**config.mk**
```make
export PLATFORM = sky130hd
export DESIGN_NAME = prog_loader_ctrl
export DESIGN_NICKNAME = d
export VERILOG_FILES = /design/src/rtl/prog_loader_ctrl.sv
export SDC_FILE = /design/constraint.sdc
export NUM_CORES = 1
export LEC_CHECK = 0
export CAP_MARGIN = 15
export CORE_ASPECT_RATIO = 0.9
export CORE_MARGIN = 2
export CORE_UTILIZATION = 55
export DETAILED_ROUTE_END_ITERATION = 16
export DONT_BUFFER_PORTS = 1
export GPL_TIMING_DRIVEN = 0
export PLACE_DENSITY_LB_ADDON = 0.05
export SLEW_MARGIN = 20
export SYNTH_ARGS = -nofsm -noshare
export SYNTH_HDL_FRONTEND = slang
export SYNTH_SLANG_ARGS = --single-unit
```
**constraint.sdc**
```tcl
create_clock -name clock -period 3.4 [get_ports clock]
set_input_delay 0 -clock clock [delete_from_list [all_inputs] [get_ports clock]]
set_output_delay 0 -clock clock [all_outputs]
set_load 0.01 [all_outputs]
```
**src/rtl/prog_loader_ctrl.sv**
```systemverilog
// prog_loader_ctrl
//   Boot/run sequencer between a host word stream and the CPU system.
//   Streams instruction words into program memory, waits for host_go, then
//   holds cpu_start high while supervising the run for halt, PC escape or
//   cycle-budget timeout.
//
//   Optional feature macro: LOADER_CHECKSUM_EN
//     When defined, a running XOR of all written words is kept and one extra
//     checksum beat is expected after the host_last beat (state CHECK).
//
// Ports
//   clock, reset       rising-edge clock, synchronous active-low reset
//   host_valid/ready   word handshake; host_data word, host_last final word
//   host_go            start (or restart) execution from LOADED/DONE
//   host_clear         abort/acknowledge, back to IDLE from any state
//   mem_we/addr/wdata  registered program memory write port
//   cpu_start          level, high throughout RUN
//   cpu_halt, cpu_pc   CPU run status
//   load_done, run_done, error, err_code   status
//   word_count         words written in the current load
//   run_cycles         cycles spent in RUN, frozen on exit
module prog_loader_ctrl #(
   parameter int DATA_WIDTH     = 16,
   parameter int ADDR_WIDTH     = 5,
   parameter int MAX_RUN_CYCLES = 1024
) (
   input  logic                  clock,
   input  logic                  reset,
   input  logic                  host_valid,
   output logic                  host_ready,
   input  logic [DATA_WIDTH-1:0] host_data,
   input  logic                  host_last,
   input  logic                  host_go,
   input  logic                  host_clear,
   output logic                  mem_we,
   output logic [ADDR_WIDTH-1:0] mem_addr,
   output logic [DATA_WIDTH-1:0] mem_wdata,
   output logic                  cpu_start,
   input  logic                  cpu_halt,
   input  logic [ADDR_WIDTH-1:0] cpu_pc,
   output logic                  load_done,
   output logic                  run_done,
   output logic                  error,
   output logic [1:0]            err_code,
   output logic [ADDR_WIDTH:0]   word_count,
   output logic [15:0]           run_cycles
);

   typedef enum logic [2:0] {
      S_IDLE, S_LOAD, S_CHECK, S_LOADED, S_RUN, S_DONE, S_ERR
   } state_t;

   localparam logic [1:0]          ERR_NONE     = 2'b00;
   localparam logic [1:0]          ERR_OVERFLOW = 2'b01;
   localparam logic [1:0]          ERR_TIMEOUT  = 2'b10;
   localparam logic [1:0]          ERR_CHECKSUM = 2'b11;
   localparam logic [15:0]         RUN_LIMIT    = 16'(MAX_RUN_CYCLES - 1);
   localparam logic [ADDR_WIDTH:0] WC_ONE       = 1;

   state_t                state_q, state_d;
   logic [1:0]            err_d;
   logic                  accept;
   logic                  wr_fire;
   logic                  at_top;
   logic                  pc_out;
   logic [ADDR_WIDTH-1:0] wr_addr;

`ifdef LOADER_CHECKSUM_EN
   logic [DATA_WIDTH-1:0] sum_q;
   logic [DATA_WIDTH-1:0] sum_next;
`endif

   // Status outputs are plain decodes of the state register, so they only
   // move at clock edges.
   assign host_ready = (state_q == S_IDLE) || (state_q == S_LOAD) || (state_q == S_CHECK);
   assign load_done  = (state_q == S_LOADED);
   assign run_done   = (state_q == S_DONE);
   assign cpu_start  = (state_q == S_RUN);
   assign error      = (state_q == S_ERR);

   assign accept  = host_valid & host_ready;
   // IDLE always starts a fresh load at address 0.
   assign wr_addr = (state_q == S_IDLE) ? '0 : word_count[ADDR_WIDTH-1:0];
   assign at_top  = &wr_addr;
   // A clear in the same cycle wins over the beat, so nothing is written.
   assign wr_fire = accept & ~host_clear & ((state_q == S_IDLE) || (state_q == S_LOAD));
   assign pc_out  = ({1'b0, cpu_pc} >= word_count);

`ifdef LOADER_CHECKSUM_EN
   assign sum_next = (state_q == S_IDLE) ? host_data : (sum_q ^ host_data);
`endif

   always_comb begin
      state_d = state_q;
      err_d   = err_code;
      case (state_q)
         S_IDLE, S_LOAD: begin
            if (accept) begin
               if (host_last) begin
`ifdef LOADER_CHECKSUM_EN
                  state_d = S_CHECK;
`else
                  state_d = S_LOADED;
`endif
               end else if (at_top) begin
                  // Last slot is still written; the stream simply has no room left.
                  state_d = S_ERR;
                  err_d   = ERR_OVERFLOW;
               end else begin
                  state_d = S_LOAD;
               end
            end
         end
         S_CHECK: begin
`ifdef LOADER_CHECKSUM_EN
            if (accept) begin
               if (host_data == sum_q) begin
                  state_d = S_LOADED;
               end else begin
                  state_d = S_ERR;
                  err_d   = ERR_CHECKSUM;
               end
            end
`else
            state_d = S_IDLE;
`endif
         end
         S_LOADED, S_DONE: begin
            if (host_go) state_d = S_RUN;
         end
         S_RUN: begin
            if (cpu_halt || pc_out) begin
               state_d = S_DONE;
            end else if (run_cycles == RUN_LIMIT) begin
               state_d = S_ERR;
               err_d   = ERR_TIMEOUT;
            end
         end
         S_ERR:   state_d = S_ERR;
         default: state_d = S_IDLE;
      endcase
      if (host_clear) begin
         state_d = S_IDLE;
         err_d   = ERR_NONE;
      end
   end

   always_ff @(posedge clock) begin
      if (!reset) begin
         state_q    <= S_IDLE;
         err_code   <= ERR_NONE;
         mem_we     <= 1'b0;
         mem_addr   <= '0;
         mem_wdata  <= '0;
         word_count <= '0;
         run_cycles <= '0;
`ifdef LOADER_CHECKSUM_EN
         sum_q      <= '0;
`endif
      end else begin
         state_q  <= state_d;
         err_code <= err_d;
         mem_we   <= wr_fire;
         if (wr_fire) begin
            mem_addr   <= wr_addr;
            mem_wdata  <= host_data;
            word_count <= {1'b0, wr_addr} + WC_ONE;
`ifdef LOADER_CHECKSUM_EN
            sum_q      <= sum_next;
`endif
         end else if (host_clear) begin
            word_count <= '0;
         end
         // Cleared on entry to RUN, counts every RUN edge including the exit edge.
         if (state_q == S_RUN)
            run_cycles <= run_cycles + 16'd1;
         else if (state_d == S_RUN)
            run_cycles <= '0;
      end
   end

endmodule

```
==> impl_metrics.yaml, run 1 <==
status:
  status: "finished, final reports clean"
timing:
  tightestPinTransition_ns: 0.7215
  final.setup.tns_ns: 0
  finalCritPeriodShare_pct: 92.31
  slew_viol_final: 0
  slew_headroom_pct: 51.53
  rsz0062_at_grt: "false"
  period_needed_ns: 3.139
  fin_skew_ns: 0.002748
  setup_viol: 0
  fmax_mhz: 318.6
  hold_viol: 0
floorplan:
  ios: 79
  core.rowCount: 23
  dieArea_um2: 5082
  die_width_um: 74.93
  start_util_pct: 56.55
  coreArea_um2: 4403
  die_y_um: 67.83
clock_tree:
  cts_buffers: 5
  cts_tree: "yes"
  cts_root_buffer: "clkbuf_8"
  cts.clk_slew.worst_paths_ns: 0.09
  h-tree-depth: 2
  cts_buffer_depth: 2
  insertion_delay_ns: 0.30
  cts_sinks: 49
  cts_resized: 0
yosys:
  synth_area_leaders: "dfxtp_1 (39%), nand2_1 (9.3%), a21boi_0 (6.3%)"
  yosys.cell_count.top_type: "nand2_1"
  yosys.area.top_type: "dfxtp_1"
  async_flop_share_pct: 0
  synth_flop_cell: "dfxtp_1"
  ys_types: 53
  yosysSeqAreaShare_pct: 39.40
  ys_warn_count: 0
  ys_top_cells_by_count: "nand2_1 (62), dfxtp_1 (49), a21boi_0 (21), inv_1 (21), nor2_1 (16)"
  netlist_instances: 299
  netlist_area_um2: 2490
  netlist.area_leader.share_pct: 39.40
  synth_edf_count: 0
  synthesis.nets: 335
  avgSynthCellArea_um2: 8.327
  synth_seq_cells: 49
setup_path:
  regToRegSetupSlack_ns: 0.26
  startpoint_type: "flip-flop"
  critPathArrivalTime_ns: 3.33
  reg2regPathDepth: 12
  worstPathRequired_ns: 3.59
  r2r-start: "state_q[2]"
  endpoint_kind: "flip-flop"
  r2r-end: "run_cycles[0]"
  path_class: "flip-flop to flip-flop"
  path_max_fanout: 10
placement:
  placed_cells: 361
  portBuffers: 0
  hpwl_um: 3961
  gp_congestion: 0.8180
drt:
  ant_nets: 0
  dr.pass1.iters: 4
  viasPerCell: 5.497
  via_count: 2144
  routed_wl_um: 5695
  post-route-drc-count: 0
  first_iter_violations: 86
  wl_per_cell_um: 14.60
global_route:
  grt-ovfl-total: 0
  antenna_found_initial: 0
  grt_pass1_wl_um: 8914
  grt_start_max_net_pins: 17
  grt_util_all_layers_pct: 23.01
  first_global_vias: 1969
power:
  cellLeakagePower_nw: 1.012
  p_per_area_nw_per_um2: 359.5
  vdd_drop_max_mv: 0.2914
layout:
  register_area_um2: 980.9
  fill_cells: 389
  insertedDiodeCount: 0
  stdcell_count: 390
  fin_nets: 363
  multiInputGateArea_um2: 1351
  syn_to_final_growth_pct: 15.18
  drive_gt1_share_pct: 10.67
worst_hold_path:
  hold_class: "primary input to flip-flop"
  min_path_cells: 4
  hold_start: "cpu_halt"
  whs_endpoint: "state_q[0]"
job:
  drv_cap: 0
[layout make-up]
cell class,count,share of cell area [%]
Inverter,21,2.749
Buffer,14,2.749
Tap cell,62,2.705
Clock inverter,3,0.7417
Timing Repair Buffer,21,7.330
Multi-Input combinational cell,215,47.12
Sequential cell,49,34.21
Clock buffer,5,2.400
[per-stage QoR]
stage               area [um2]  util, %  total power, mW  hold slack [ns]  worst slack [ns]
global placement          2567    58.31           0.6732           0.1467            0.3061
global route              2868    65.13            1.078          0.06793           0.02619
detailed placement        2567    58.31           0.6751           0.1536            0.3349
CTS                       2868    65.13            1.043          0.02411            0.2812
floorplan                 2490        -           0.6593           0.1449            0.7257
finish                    2868    65.13            1.031          0.03832            0.2614
[flip-flops by register name, summed over array words and instances (netlist names)]
name        flops
err_code        2
mem_addr        5
mem_wdata      16
mem_we          1
run_cycles     16
state_q         3
word_count      6
[cell families (layout without fill, tap and decap cells)]
kind of cell	after synthesis	after routing	synth area share [%]
and+or+nand+nor	133	133	26.63
buffers and inverters	35	64	6.332
xor gates and xnor gates	3	3	1.055
AOI/OAI and AO/OA	67	67	20.70
DFF	49	49	39.40
muxes	4	4	1.859
adders and majority gates	8	8	4.020
[repair_timing]
action	in CTS	in global routing
endpoints found under the setup margin	0	0
setup buffers	0	0
hold endpoints to repair	20	0
hold buffers	21	0
[worst max-delay path, cell delays in order, from the launching register on]
cell and delay [ns]:
dfxtp_1 0.40, buf_2 0.25, nor3_1 0.16, nor2_1 0.19, ha_1 0.21, and3_1 0.17
ha_1 0.16, nor2b_1 0.18, o32ai_1 0.13, or4_4 0.50, o31ai_4 0.35, buf_6 0.24
mux2i_2 0.08
[cells in the final DEF, fill, tap and decap left out, types with 3 or more instances in the layout]
cell type,instances
nand2_1,62
dfxtp_1,49
inv_1,21
a21boi_0,21
dlygate4sd3_1,21
nor2_1,16
nand3_1,14
a21oi_1,12
o21ai_0,9
ha_1,8
clkbuf_1,7
o211ai_2,5
clkbuf_8,5
and2_1,4
nor3_1,4
nand2b_1,4
buf_2,3
and3_1,3
nor2b_1,3
nor4_1,3
or3_1,3
xnor2_1,3
a211oi_1,3
[metal layers]
metal	track usage, %	vias up	share of wire [%]
met5	0	-	0
met4	7.589	0	1.2
met3	5.891	8	8.8
met2	36.84	82	44
met1	30.27	962	46
li1	-	1092	-
[power breakdown]
| part | leakage (nW) | switching [mW] | internal (mW) | total, mW |
|---|---|---|---|---|
| Clock | 0.0445 | 0.203 | 0.146 | 0.349 |
| Combinational | 0.571 | 0.0451 | 0.0401 | 0.0851 |
| Sequential | 0.397 | 0.0122 | 0.584 | 0.597 |
| Total | 1.01 | 0.260 | 0.771 | 1.03 |
[worst max-delay path by stage]
stage	startpoint	endpoint	slack (ns)	cells after the start
floorplan	state_q[2]	run_cycles[11]	0.73	12
global placement	state_q[2]	run_cycles[0]	0.31	12
detailed placement	state_q[2]	run_cycles[4]	0.33	12
CTS	state_q[2]	run_cycles[0]	0.28	12
global route	state_q[2]	run_cycles[11]	0.03	12
finish	state_q[2]	run_cycles[0]	0.26	12
No activity file was read; power rests on OpenSTA's default activity.
==> run 2, diff against run 1 <==
Clock period 3.4 ns to 3.1 ns, I/O delays scaled along.
==> run 2 against run 1 <==
Compared with the run above:
- count of clock-buffer cells in the layout stayed put
- worst hold slack better by 0.0048 ns
- register-to-register slack worse by 0.09 ns
- via count is 0.19% higher
- non-clock buffer count is 3 higher
- setup slack worse by 0.085 ns
- global-route usage is 0.062 points higher
- die area stayed put
- first-iteration DRC count is 17% lower
- largest cell class unchanged
==> impl_metrics.yaml, run 2 (same netlist as run 1, synthesis figures left out) <==
power:
  cellLeakagePower_nw: 1.028
  vdd_drop_max_mv: 0.3208
  p_per_area_nw_per_um2: 391.7
worst_hold_path:
  min_path_cells: 4
  hold_class: "primary input to flip-flop"
  whs_endpoint: "state_q[0]"
  hold_start: "cpu_halt"
placement:
  gp_congestion: 0.8180
  portBuffers: 0
  hpwl_um: 3961
drt:
  dr.pass1.iters: 4
  routed_wl_um: 5756
  viasPerCell: 5.466
  via_count: 2148
  ant_nets: 0
  post-route-drc-count: 0
  first_iter_violations: 71
  wl_per_cell_um: 14.65
setup_path:
  worstPathRequired_ns: 3.27
  critPathLaunch: "state_q[1]"
  regToRegSetupSlack_ns: 0.18
  path_class: "flip-flop to flip-flop"
  path_max_fanout: 10
  r2r-end: "run_cycles[12]"
  reg2regPathDepth: 12
  critPathArrivalTime_ns: 3.09
  endpoint_kind: "flip-flop"
  r2r-start: "state_q[1]"
  startpoint_type: "flip-flop"
layout:
  final_common_cell: "nand2_1"
  insertedDiodeCount: 0
  fill_cells: 389
  syn_to_final_growth_pct: 16.58
  largestRegisters: "mem_wdata (16), run_cycles (16), word_count (6)"
  final_util_pct: 65.93
  drive_gt1_share_pct: 12.08
  final_cell_mix: "nand2_1 (62), dfxtp_1 (49), inv_1 (21), a21boi_0 (21), dlygate4sd3_1 (21)"
  fin_nets: 366
timing:
  finalCritPeriodShare_pct: 94.31
  setup_viol: 0
  timing.hold.ws_ns: 0.04312
  period_needed_ns: 2.924
  slew_viol_final: 0
  final.setup.tns_ns: 0
  fmax_mhz: 342.0
  slew_headroom_pct: 62.04
  tightestPinTransition_ns: 0.5669
  hold_viol: 0
  fin_skew_ns: 0.003386
floorplan:
  dieArea_um2: 5082
  die_y_um: 67.83
  start_util_pct: 56.55
  coreArea_um2: 4403
  core.rowCount: 23
  ios: 79
  die_width_um: 74.93
global_route:
  first_global_vias: 1971
  grt-ovfl-total: 0
  antenna_found_initial: 0
  grt_start_max_net_pins: 17
  grt_pass1_wl_um: 8949
  grt_util_all_layers_pct: 23.07
clock_tree:
  insertion_delay_ns: 0.30
  cts.clk_slew.worst_paths_ns: 0.09
  cts_tree: "yes"
  cts_buffers: 5
  cts_buffer_depth: 2
  h-tree-depth: 2
  cts_root_buffer: "clkbuf_8"
  cts_sinks: 49
job:
  drv_cap: 0
status:
  status: "finished, final reports clean"
[run 2: cell types whose count changed in the layout (fill, tap and decap cells not counted)]
| cell | change |
|---|---|
| buf_4 | +4 |
| nor3_1 | -1 |
| nor3_2 | +1 |
| nor2b_1 | -1 |
| nor2b_2 | +1 |
| buf_2 | -2 |
| clkbuf_4 | +1 |
[run 2: repair_timing]
| action | CTS | global route |
|---|---|---|
| setup endpoints to repair | 8 | 16 |
| gates resized for setup | 0 | 5 |
| buffers inserted | 2 | 1 |
| pin swaps | 1 | 2 |
| endpoints found under the hold margin | 20 | 0 |
| cloned | 0 | 0 |
| hold buffers | 21 | 0 |
[run 2: area by class of cell]
type                    instances  area, um2  area share (%)
repair buffers                 24      232.7           8.017
flip-flops and latches         49      980.9           33.79
clock buffers                   5      68.82           2.371
clock inverters                 3      21.27          0.7328
multi-input cells             215       1359           46.81
plain buffers                  14      83.83           2.888
inverters                      21      78.83           2.716
well taps                      62      77.57           2.672
[run 2: layer usage]
layer,track usage (%),vias up,share of wire [%]
met5,0,-,0
met4,7.589,0,0.97
met3,5.891,7,8.0
met2,36.84,69,44
met1,30.45,974,47
li1,-,1098,-
[run 2: through the flow]
| step | worst slack (ns) | instances | power [mW] | instance area [um2] |
|---|---|---|---|---|
| floorplan | 0.4257 | 299 | 0.7231 | 2490 |
| global placement | 0.006050 | 361 | 0.7383 | 2567 |
| detailed placement | 0.03492 | 361 | 0.7404 | 2567 |
| CTS | 0.01839 | 392 | 1.146 | 2883 |
| global route | -0.004231 | 393 | 1.185 | 2903 |
| finish | 0.1763 | 393 | 1.137 | 2903 |
[run 2: report_power, final]
part / switching (mW) / internal [mW]
clock network: 0.226 / 0.160
registers: 0.0133 / 0.641
logic: 0.0502 / 0.0460
[run 2: worst max path at each step]
stage | end | cells past startpoint
finish | run_cycles[12] | 12
global route | run_cycles[12] | 12
CTS | run_cycles[12] | 12
detailed placement | run_cycles[4] | 12
global placement | run_cycles[0] | 12
floorplan | run_cycles[11] | 12
[run 2: worst max-delay path: stages, from the launching register on]
cell and delay [ns]:
dfxtp_1 0.39, clkbuf_4 0.23, or3_2 0.15, and2_1 0.16, ha_1 0.20, and3_1 0.17
ha_1 0.17, nor2b_2 0.16, o32ai_1 0.11, or4_4 0.50, o31ai_4 0.25, buf_4 0.19
o221ai_1 0.11
==> run 3, diff against run 2 <==
Settings changed: PLACE_DENSITY_LB_ADDON 0.05 to 0.15.
==> run 3 against run 2 <==
Compared with the run above:
- combinational power down 2%
- critical path depth unchanged
- final cell count unchanged
- via count up 0.65%
- total power up 0.62%
- sequential power about the same
- largest power group unchanged
- highest routed layer unchanged
==> impl_metrics.yaml, run 3 (same netlist as run 1, synthesis figures left out) <==
worst_hold_path:
  hold_class: "primary input to flip-flop"
  min_path_cells: 4
  hold_start: "cpu_halt"
  whs_endpoint: "state_q[0]"
layout:
  insertedDiodeCount: 0
  largestRegisters: "mem_wdata (16), run_cycles (16), word_count (6)"
  final_common_cell: "nand2_1"
  drive_gt1_share_pct: 12.08
  fin_nets: 366
  syn_to_final_growth_pct: 16.68
  final_util_pct: 65.98
  final_cell_mix: "nand2_1 (62), dfxtp_1 (48), inv_1 (21), a21boi_0 (21), dlygate4sd3_1 (21)"
clock_tree:
  cts_root_buffer: "clkbuf_8"
  cts_buffer_depth: 2
  cts.clk_slew.worst_paths_ns: 0.09
  insertion_delay_ns: 0.30
  cts_buffers: 5
  cts_sinks: 49
  h-tree-depth: 2
  cts_tree: "yes"
global_route:
  antenna_found_initial: 0
  grt_start_max_net_pins: 16
  grt_util_all_layers_pct: 22.34
  grt-ovfl-total: 0
  grt_pass1_wl_um: 8631
  first_global_vias: 1944
power:
  vdd_drop_max_mv: 0.2625
  cellLeakagePower_nw: 1.034
  finalPower_mw: 1.144
  p_per_area_nw_per_um2: 393.7
setup_path:
  r2r-start: "state_q[1]"
  crit_top_cell: "ha_1"
  startpoint_type: "flip-flop"
  regToRegSetupSlack_ns: 0.23
  reg2regPathDepth: 12
  critPathArrivalTime_ns: 3.05
  critPathLaunch: "state_q[1]"
  slowest_delay_ns: 0.50
  slowest_stage: "or4_4"
  endpoint_kind: "flip-flop"
  path_cells: "buf_4, nor3_1, nor2_1, ha_1, and3_1, ha_1, nor2b_2, o32ai_1, or4_4, o31ai_4, buf_6, o211ai_2"
  r2r-end: "run_cycles[8]"
  worstPathRequired_ns: 3.29
  path_class: "flip-flop to flip-flop"
  path_max_fanout: 10
timing:
  tightestPinTransition_ns: 0.6437
  fmax_mhz: 348.5
  slew_headroom_pct: 56.76
  period_needed_ns: 2.870
  rsz0062_at_grt: "false"
  fin_skew_ns: 0.007346
  finalCritPeriodShare_pct: 92.56
  hold_viol: 0
  final.setup.tns_ns: 0
  slew_viol_final: 0
  setup_viol: 0
status:
  status: "finished, final reports clean"
placement:
  gp_congestion: 0.8202
  portBuffers: 0
  hpwl_um: 3900
drt:
  first_iter_violations: 88
  via_count: 2162
  routed_wl_um: 5608
  viasPerCell: 5.501
  ant_nets: 0
  post-route-drc-count: 0
  dr.pass1.iters: 4
  wl_per_cell_um: 14.27
floorplan:
  die_y_um: 67.83
  core.rowCount: 23
  ios: 79
  dieArea_um2: 5082
  coreArea_um2: 4403
  die_width_um: 74.93
  start_util_pct: 56.55
job:
  drv_cap: 0
## run 3: worst max path at each step
stage                                 to  slack (ns)
after floorplan           run_cycles[11]        0.43
after global placement     run_cycles[0]        0.02
after detailed placement   run_cycles[0]        0.03
after CTS                  run_cycles[0]        0.04
after global routing      run_cycles[12]        0.05
final                      run_cycles[8]        0.23
## run 3: per-stage QoR
| stage | instance area [um2] | hold slack, ns | cells | setup WS, ns |
|---|---|---|---|---|
| 2_1_floorplan | 2490 | 0.1449 | 299 | 0.4257 |
| 3_3_place_gp | 2567 | 0.1493 | 361 | 0.01869 |
| 3_5_place_dp | 2567 | 0.1565 | 361 | 0.02702 |
| 4_1_cts | 2889 | 0.005612 | 392 | 0.03869 |
| 5_1_grt | 2905 | 0.06875 | 393 | 0.04591 |
| 6_report | 2905 | 0.01360 | 393 | 0.2305 |
## run 3: layout make-up
class                   count  area, um2
inverters                  21      78.83
clock buffers               6      82.58
clock inverters             2      13.76
flip-flops and latches     49      982.2
well taps                  62      77.57
repair buffers             24      232.7
multi-input cells         215       1354
fillers                   382       1498
plain buffers              14      83.83
## run 3: power by group
| group | switching [mW] | internal [mW] |
|---|---|---|
| registers | 0.0137 | 0.641 |
| logic | 0.0487 | 0.0458 |
| clock network | 0.214 | 0.181 |
## run 3: per-layer routing
layer	track usage [%]	wire, um	up-vias
li1	-	-	1100
met1	28.57	2660	987
met2	35.96	2405	68
met3	6.333	470	7
met4	8.036	72	0
met5	0	0	-
## run 3: critical path, delay by kind of cell (launching register included)
family | cells | cell delay [ns]
buffers and inverters | 2 | 0.41
AOI/OAI and AO/OA | 3 | 0.45
and+or+nand+nor | 5 | 1.11
DFF | 1 | 0.39
adders and majority gates | 2 | 0.37
## run 3: what timing repair did
item | in CTS | in global routing
pin swaps | 1 | 2
hold buffers | 21 | 0
setup buffers | 2 | 1
gates resized for setup | 0 | 5
endpoints found under the hold margin | 20 | 0
setup endpoints to repair | 7 | 16
